### src/rtl/qspi_arb.sv
// qspi_arb: grant/done arbiter and sequencer sharing the QSPI line engine between icache and dcache.
// Optional `QSPI_ARB_FAIR_EN: bounds how many data grants may pass a waiting ifetch.
module qspi_arb #(
  parameter int unsigned PA          = 24,
  parameter int unsigned LINE_LENGTH = 4,
  parameter int unsigned STARVE      = 4,
  localparam int unsigned TW         = PA - $clog2(LINE_LENGTH)
) (
  input  logic          clk,
  input  logic          reset,
  input  logic          i_req,
  input  logic [TW-1:0] i_tag,
  input  logic [1:0]    i_mem,
  output logic          i_gnt,
  output logic          i_done,
  input  logic          d_req,
  input  logic          d_write,
  input  logic [TW-1:0] d_tag,
  input  logic [1:0]    d_mem,
  output logic          d_gnt,
  output logic          d_done,
  output logic          q_req,
  output logic          q_i_d,
  output logic          q_write,
  output logic [TW-1:0] q_paddr,
  output logic [1:0]    q_mem,
  input  logic          q_done,
  output logic          busy
);

  localparam logic [1:0] IDLE   = 2'd0;
  localparam logic [1:0] BUSY_I = 2'd1;
  localparam logic [1:0] BUSY_D = 2'd2;
  localparam logic [1:0] GAP    = 2'd3;

  logic [1:0]    state;
  logic [1:0]    state_d;
  logic [TW-1:0] q_paddr_d;
  logic [1:0]    q_mem_d;
  logic          q_write_d;
  logic          i_wins;

  if (STARVE == 0) begin : g_bad_starve
    $error("qspi_arb: STARVE must be at least 1");
  end

`ifdef QSPI_ARB_FAIR_EN
  localparam int unsigned CW = $clog2(STARVE + 1);
  logic [CW-1:0] starve_cnt;
  logic [CW-1:0] starve_cnt_d;

  // A starved ifetch beats a simultaneous data request once the budget is spent.
  assign i_wins = i_req && (starve_cnt == CW'(STARVE));
`else
  assign i_wins = 1'b0;
`endif

  // Done is echoed in the same cycle as q_done, qualified by the owning state.
  assign i_done = q_done && (state == BUSY_I);
  assign d_done = q_done && (state == BUSY_D);

  always_comb begin
    state_d   = state;
    q_paddr_d = q_paddr;
    q_mem_d   = q_mem;
    q_write_d = 1'b0;
`ifdef QSPI_ARB_FAIR_EN
    starve_cnt_d = starve_cnt;
`endif
    case (state)
      BUSY_I, BUSY_D: begin
        if (q_done) state_d = GAP;
        else        q_write_d = q_write;
      end
      // IDLE, and the edge closing GAP, so a waiting request follows after a single dead cycle.
      default: begin
        state_d = IDLE;
        if (d_req && !i_wins) begin
          state_d   = BUSY_D;
          q_paddr_d = d_tag;
          q_mem_d   = d_mem;
          q_write_d = d_write;
`ifdef QSPI_ARB_FAIR_EN
          if (i_req && (starve_cnt != CW'(STARVE))) starve_cnt_d = starve_cnt + CW'(1);
`endif
        end else if (i_req) begin
          state_d   = BUSY_I;
          q_paddr_d = i_tag;
          q_mem_d   = i_mem;
`ifdef QSPI_ARB_FAIR_EN
          starve_cnt_d = '0;
`endif
        end
      end
    endcase
  end

  always_ff @(posedge clk or posedge reset) begin
    if (reset) begin
      state   <= IDLE;
      i_gnt   <= 1'b0;
      d_gnt   <= 1'b0;
      q_req   <= 1'b0;
      q_i_d   <= 1'b0;
      q_write <= 1'b0;
      q_paddr <= '0;
      q_mem   <= 2'd0;
      busy    <= 1'b0;
`ifdef QSPI_ARB_FAIR_EN
      starve_cnt <= '0;
`endif
    end else begin
      state   <= state_d;
      i_gnt   <= (state_d == BUSY_I);
      d_gnt   <= (state_d == BUSY_D);
      q_req   <= (state_d == BUSY_I) || (state_d == BUSY_D);
      q_i_d   <= (state_d == BUSY_I);
      q_write <= q_write_d;
      q_paddr <= q_paddr_d;
      q_mem   <= q_mem_d;
      busy    <= (state_d != IDLE);
`ifdef QSPI_ARB_FAIR_EN
      starve_cnt <= starve_cnt_d;
`endif
    end
  end

endmodule

### config.mk
export PLATFORM = sky130hd
export DESIGN_NAME = qspi_arb
export DESIGN_NICKNAME = d
export VERILOG_FILES = /design/src/rtl/qspi_arb.sv
export SDC_FILE = /design/constraint.sdc
export NUM_CORES = 1
export LEC_CHECK = 0
export CAP_MARGIN = 30
export CORE_UTILIZATION = 41
export DETAILED_ROUTE_END_ITERATION = 8
export PLACE_DENSITY_LB_ADDON = 0.25
export SLEW_MARGIN = 40
export SYNTH_ARGS = -nofsm -noshare
export SYNTH_HDL_FRONTEND = slang
export SYNTH_SLANG_ARGS = --single-unit
### constraint.sdc
create_clock -name clk -period 4.74 [get_ports clk]
set_clock_uncertainty 0.1 [all_clocks]
set_input_delay 0.711 -clock clk [delete_from_list [all_inputs] [get_ports clk]]
set_output_delay 0.711 -clock clk [all_outputs]
set_load 0.02 [all_outputs]
==> flow_metrics.py, run 1 <==
metrics = {
    "status": {
        "outcome": "complete, no violations",
    },
    "synth": {
        "synthFlopType": "dfrtp_1",
        "syn_inst": 149,
        "synth_compound_area_share_pct": 24.5,
        "synth_top_family_by_area": "compound AO/OA/AOI/OAI gates",
        "muxShareOfSynthArea_pct": 0,
        "ys_top_cells_by_count": "38 x o22ai_1, 31 x dfrtp_1, 16 x nand2b_1, 16 x nor2_1, 10 x a2bb2oi_1",
        "yosys.area.top_type_share_pct": 51.8,
        "synth_warnings": 0,
        "synthArstFlopShare_pct": 100,
        "synth-edff-count": 0,
        "synth.area.top_cells": "dfrtp_1 52%, o22ai_1 16%, nand2b_1 6.7%",
        "synth-xor-area-share_pct": 0,
        "synth_fp_nets": 206,
        "synth-simple-area-share_pct": 14.2,
        "ys_ff_latch": 31,
        "synth_area_sq_um": 1500,
        "yosysTopAreaCell": "dfrtp_1",
        "synth_fa_ha_area_share_pct": 2.51,
        "yosys.cell_types.count": 23,
        "synth.avg_cell_area_sq_um": 10.0,
        "ys_seq_area_share_pct": 51.8,
        "yosysMostFrequentCell": "o22ai_1",
    },
    "timing": {
        "fmax_ghz": 0.354,
        "setup_tns_ns": 0,
        "hold_viol": 0,
        "tightest_slew_ns": 0.631,
        "period_needed_ns": 2.82,
        "rsz0062_at_grt": "no",
        "finalMaxSlewViolations": 0,
        "finalSetupViolCount": 0,
        "slew_headroom_pct": 57.9,
        "finalCritPeriodShare_pct": 59.6,
    },
    "clock_tree": {
        "cts_buffer_depth": 2,
        "hold_buffers": 0,
        "cts_setup_buffers": 0,
        "clock_latency_ns": 0.32,
        "tritoncts": "done",
        "tritoncts.num_buffers": 5,
        "ctsResizeCount": 0,
        "h-tree-depth": 2,
        "cts_sinks": 31,
        "clockRootBuffer": "clkbuf_4",
        "cts.clk_slew.worst_paths_ns": 0.10,
    },
    "setup_path": {
        "rrSetupSlack_ns": 2.34,
        "crit_chain": "clkdlybuf4s50_1, and2_1, clkdlybuf4s50_1",
        "r2r_start": "state[0]$_DFF_PP0_",
        "crit_path_max_incr_delay_ns": 0.59,
        "end_kind": "primary output",
        "arrival_ns": 2.01,
        "worst_r2r_path_depth": 6,
        "crit_path_frequent_cell": "clkdlybuf4s50_1",
        "critPathKind": "in -> out",
        "crit_slowest_cell": "clkdlybuf4s50_1",
        "critPathMaxFanout": 7,
        "cp-start-kind": "primary input",
        "critPathRequiredTime_ns": 3.93,
        "r2r_end": "q_paddr[12]$_DFFE_PP0P_",
    },
    "global_routing": {
        "grt_pass1_vias": 1590,
        "antenna_found_initial": 0,
        "grt_pass1_wl_microns": 7030,
        "grt_max_degree": 32,
        "overflow": 0,
        "track_usage_pct": 23.1,
    },
    "job": {
        "drv_cap": 0,
    },
    "min_path": {
        "min_to": "q_paddr[18]$_DFFE_PP0P_",
        "hp-start": "q_paddr[18]$_DFFE_PP0P_",
        "hp-class": "reg -> reg",
        "hold_depth": 1,
    },
    "drt": {
        "antenna_left": 0,
        "top_layer": "met4",
        "avgRoutedWirePerCell_microns": 15.7,
        "m1WireLength_microns": 1710,
        "dr_wl_met2_microns": 2340,
        "drtIter0Drc": 64,
        "wl_met3_microns": 217,
        "viasPerCell": 5.35,
        "wirelength_microns": 4330,
        "first_pass_iters": 4,
        "drt_drc_violations_left": 0,
        "num_vias": 1472,
    },
    "place": {
        "portBuffers": 85,
        "place_area_sq_um": 2330,
        "dp_hpwl_microns": 3140,
        "gp_congestion": 0.780,
    },
    "pwr": {
        "p_leak_nw": 0.948,
        "seqPwrFrac_pct": 29.8,
        "p_clk_share_pct": 10.7,
        "sw_frac_of_total_pct": 42.4,
        "ir_drop_v": 0.000315,
        "cellPowerDensity_nw_per_um2": 687,
        "power_frac_comb_pct": 59.5,
        "internal_power_mw": 0.952,
        "p_sw_mw": 0.700,
    },
    "die": {
        "die_h_microns": 62.4,
        "num_io_pins": 86,
        "die_area_sq_um": 3900,
        "die_width_microns": 62.4,
        "rows": 21,
        "initial_utilization_pct": 43.8,
        "design.core.area_sq_um": 3420,
    },
    "layout": {
        "drive_above_1_share_pct": 5.68,
        "regArea_sq_um": 776,
        "area_growth_pct": 60.7,
        "fillers": 264,
        "fin_util_pct": 70.4,
        "fin_area_sq_um": 2400,
        "multi_input_area_sq_um": 622,
        "fin_nets": 285,
        "antenna_cells": 0,
    },
}
sequential cells by signal, summed over array words and instances, names as in the netlist:
name,cells
busy,1
d_gnt,1
q_i_d,1
q_mem,2
q_paddr,22
q_req,1
q_write,1
state,2
layout make-up:
cell class              count  area share [%]
clock buffers               7            2.71
inverters                   5           0.780
multi-input cells          99            25.9
flip-flops and latches     31            32.3
well taps                  46            2.39
clock inverters             1           0.312
repair buffers             86            35.7
metal layers:
layer  vias up  global-route usage (%)
met5         -                       0
met4         0                    8.72
met3         7                    6.93
met2        51                    42.4
met1       709                    24.6
li1        705                       -
how the worst max path moves through the flow:
stage                                   from               to  slack (ns)  depth (start not counted)
after floorplan           state[0]$_DFF_PP0_  q_req$_DFF_PP0_        2.95                          7
after global placement                q_done           i_done        1.93                          3
after detailed placement              q_done           d_done        1.91                          3
after CTS                             q_done           d_done        1.91                          3
after global routing                  q_done           d_done        1.87                          3
final                                 q_done           d_done        1.92                          3
placed cells by master, fill, tap and decap left out:
cell / synthesis / routed
a21oi_1: 3 / 3
a2bb2oi_1: 10 / 10
and2_1: 2 / 2
and2_4: 1 / 1
buf_4: 2 / 1
clkbuf_4: 0 / 5
clkbuf_8: 0 / 2
clkdlybuf4s50_1: 0 / 85
clkinvlp_4: 0 / 1
dfrtp_1: 31 / 31
ha_1: 3 / 2
ha_2: 0 / 1
inv_1: 5 / 4
inv_2: 0 / 1
nand2_1: 1 / 1
nand2b_1: 16 / 15
nand2b_2: 0 / 1
nand3_1: 2 / 2
nor2_1: 16 / 16
nor3_1: 1 / 1
nor4_1: 1 / 1
o21a_1: 1 / 1
o21ai_0: 2 / 2
o22ai_1: 38 / 38
o41ai_1: 1 / 1
or2_1: 1 / 1
per-stage QoR:
step | std cells | hold WS [ns] | worst slack (ns) | power [mW]
3_5_place_dp | 267 | 0.434 | 1.91 | 1.48
2_1_floorplan | 149 | 0.388 | 2.95 | 1.09
6_report | 275 | 0.452 | 1.92 | 1.65
3_3_place_gp | 267 | 0.401 | 1.93 | 1.42
5_1_grt | 275 | 0.468 | 1.87 | 1.75
4_1_cts | 275 | 0.451 | 1.91 | 1.66
power groups by stage:
stage               Combinational [mW]  Sequential [mW]  Clock, mW
finish                           0.982            0.493      0.177
global route                      1.05            0.506      0.194
CTS                              0.984            0.491      0.183
detailed placement               0.983            0.494          0
global placement                 0.941            0.483          0
floorplan                        0.457            0.632          0
worst max-delay path: cells and delay by family:
family	cells	cell delay (ns)
buffers and inverters	2	1.15
AND/OR/NAND/NOR	1	0.15
logic make-up after synthesis:
logic type      after synthesis
buf+inv                      19
fa+ha+maj                     3
flops                        31
compound gates               55
simple gates                 41
Note: power is estimated with default switching activity, not from simulation.
==> run 2, diff against run 1 <==
--- a/config.mk
+++ b/config.mk
@@ -6,7 +6,7 @@
 export NUM_CORES = 1
 export LEC_CHECK = 0
 export CAP_MARGIN = 30
-export CORE_UTILIZATION = 41
+export CORE_UTILIZATION = 38
 export DETAILED_ROUTE_END_ITERATION = 8
 export PLACE_DENSITY_LB_ADDON = 0.25
 export SLEW_MARGIN = 40
==> constraint.sdc (replaced) <==
create_clock -name clk -period 2.8 [get_ports clk]
set_clock_uncertainty 0.1 [all_clocks]
set_input_delay 0.42 -clock clk [delete_from_list [all_inputs] [get_ports clk]]
set_output_delay 0.42 -clock clk [all_outputs]
set_load 0.02 [all_outputs]
==> flow_metrics.py, run 2 (same netlist as run 1, synthesis figures left out) <==
metrics = {
    "clock_tree": {
        "clockRootBuffer": "clkbuf_8",
        "cts_sinks": 31,
        "cts_buffer_depth": 2,
        "cts_setup_buffers": 0,
        "ctsResizeCount": 0,
        "tritoncts": "done",
        "h-tree-depth": 2,
        "clock_latency_ns": 0.28,
        "cts.clk_slew.worst_paths_ns": 0.06,
        "tritoncts.num_buffers": 5,
        "hold_buffers": 0,
    },
    "layout": {
        "final_common_cell": "clkdlybuf4s50_1",
        "multi_input_area_sq_um": 617,
        "final_cell_mix": "85 x clkdlybuf4s50_1, 38 x o22ai_1, 31 x dfrtp_1, 16 x nand2b_1, 16 x nor2_1",
        "regArea_sq_um": 776,
        "antenna_cells": 0,
        "fin_area_sq_um": 2440,
        "drive_above_1_share_pct": 5.19,
        "largest_registers": "q_paddr: 22 flops, q_mem: 2 flops, state: 2 flops",
        "largest_reg_flops": 22,
        "area_growth_pct": 63.0,
        "fin_util_pct": 65.7,
        "fin_nets": 288,
        "regMostFlops": "q_paddr",
        "fillers": 306,
    },
    "drt": {
        "drtIter0Drc": 65,
        "wirelength_microns": 4320,
        "viasPerCell": 5.39,
        "drt_drc_violations_left": 0,
        "first_pass_iters": 4,
        "num_vias": 1504,
        "antenna_left": 0,
        "avgRoutedWirePerCell_microns": 15.5,
    },
    "pwr": {
        "p_leak_nw": 0.973,
        "cellPowerDensity_nw_per_um2": 1170,
        "ir_drop_v": 0.000579,
    },
    "place": {
        "dp_hpwl_microns": 3240,
        "portBuffers": 85,
        "gp_congestion": 0.772,
        "place_area_sq_um": 2350,
    },
    "setup_path": {
        "worst_r2r_path_depth": 5,
        "critPathRequiredTime_ns": 2.28,
        "r2r_end": "q_paddr[15]$_DFFE_PP0P_",
        "crit_path_frequent_cell": "clkdlybuf4s50_1",
        "critPathMaxFanout": 7,
        "arrival_ns": 1.74,
        "crit_slowest_cell": "clkdlybuf4s50_1",
        "end_kind": "primary output",
        "cp-start-kind": "primary input",
        "rrSetupSlack_ns": 0.65,
        "crit_chain": "clkdlybuf4s50_1, and2_1, clkdlybuf4s50_1",
        "r2r_start": "state[0]$_DFF_PP0_",
        "critPathKind": "in -> out",
        "setup.worst_path.start": "q_done",
        "worstSetupEndpoint": "i_done",
        "crit_path_max_incr_delay_ns": 0.59,
    },
    "die": {
        "rows": 22,
        "num_io_pins": 86,
        "die_width_microns": 64.8,
        "die_area_sq_um": 4190,
        "design.core.area_sq_um": 3720,
        "initial_utilization_pct": 40.3,
        "die_h_microns": 64.8,
    },
    "timing": {
        "finalCritPeriodShare_pct": 80.6,
        "period_needed_ns": 2.26,
        "setup_tns_ns": 0,
        "finalMaxSlewViolations": 0,
        "hold_viol": 0,
        "slew_headroom_pct": 59.5,
        "finalSetupViolCount": 0,
        "rsz0062_at_grt": "no",
        "tightest_slew_ns": 0.607,
        "fmax_ghz": 0.443,
    },
    "global_routing": {
        "track_usage_pct": 22.7,
        "grt_pass1_vias": 1517,
        "overflow": 0,
        "antenna_found_initial": 0,
        "grt_pass1_wl_microns": 7090,
        "grt_max_degree": 25,
    },
    "job": {
        "drv_cap": 0,
    },
    "min_path": {
        "hp-class": "in -> async",
    },
    "status": {
        "outcome": "complete, no violations",
    },
}
run 2: cell count changes in the layout (fill, tap and decap cells not counted), sizes merged:
cell      before  now
buf            1    4
clkbuf         7    6
clkinvlp       1    0
clkinv         0    1
run 2: where the power goes:
group / internal (mW) / switching (mW)
Sequential: 0.681 / 0.150
Combinational: 0.795 / 0.879
Clock: 0.192 / 0.153
run 2: cell type report:
cell class	instances	area share (%)
repair buffers	89	36.1
flip-flops and latches	31	31.8
multi-input cells	99	25.3
clock buffers	6	3.38
well taps	48	2.46
inverters	5	0.769
clock inverters	1	0.205
run 2: worst min-delay path by stage:
stage                       startpoint                       to  slack [ns]  cells after the start
5_1_grt                          reset  q_paddr[11]$_DFFE_PP0P_        0.46                      2
4_1_cts                          reset  q_paddr[14]$_DFFE_PP0P_        0.43                      2
3_3_place_gp        state[1]$_DFF_PP0_          q_i_d$_DFF_PP0_        0.40                      1
6_report                         reset  q_paddr[11]$_DFFE_PP0P_        0.41                      2
3_5_place_dp   q_paddr[19]$_DFFE_PP0P_  q_paddr[19]$_DFFE_PP0P_        0.43                      1
2_1_floorplan       state[1]$_DFF_PP0_          q_i_d$_DFF_PP0_        0.39                      1
run 2: worst max-delay path: cells and delay by family:
family / cells / cell delay (ns)
buffers and inverters: 2 / 1.16
and+or+nand+nor: 1 / 0.15
run 2: metrics by stage:
step	power [mW]	std cells	worst slack (ns)	hold slack (ns)
after floorplan	1.85	149	1.01	0.388
final	2.85	279	0.544	0.407
after global placement	2.43	272	0.572	0.402
after detailed placement	2.52	272	0.541	0.431
after CTS	2.87	279	0.537	0.433
after global routing	3.05	279	0.428	0.462
run 2: metal layers:
metal / track usage, % / vias up / routed length [microns]
met2: 39.2 / 70 / 2250
met5: 0 / - / 0
met3: 7.04 / 16 / 285
met1: 26.3 / 710 / 1670
met4: 8.06 / 0 / 116
li1: - / 708 / -
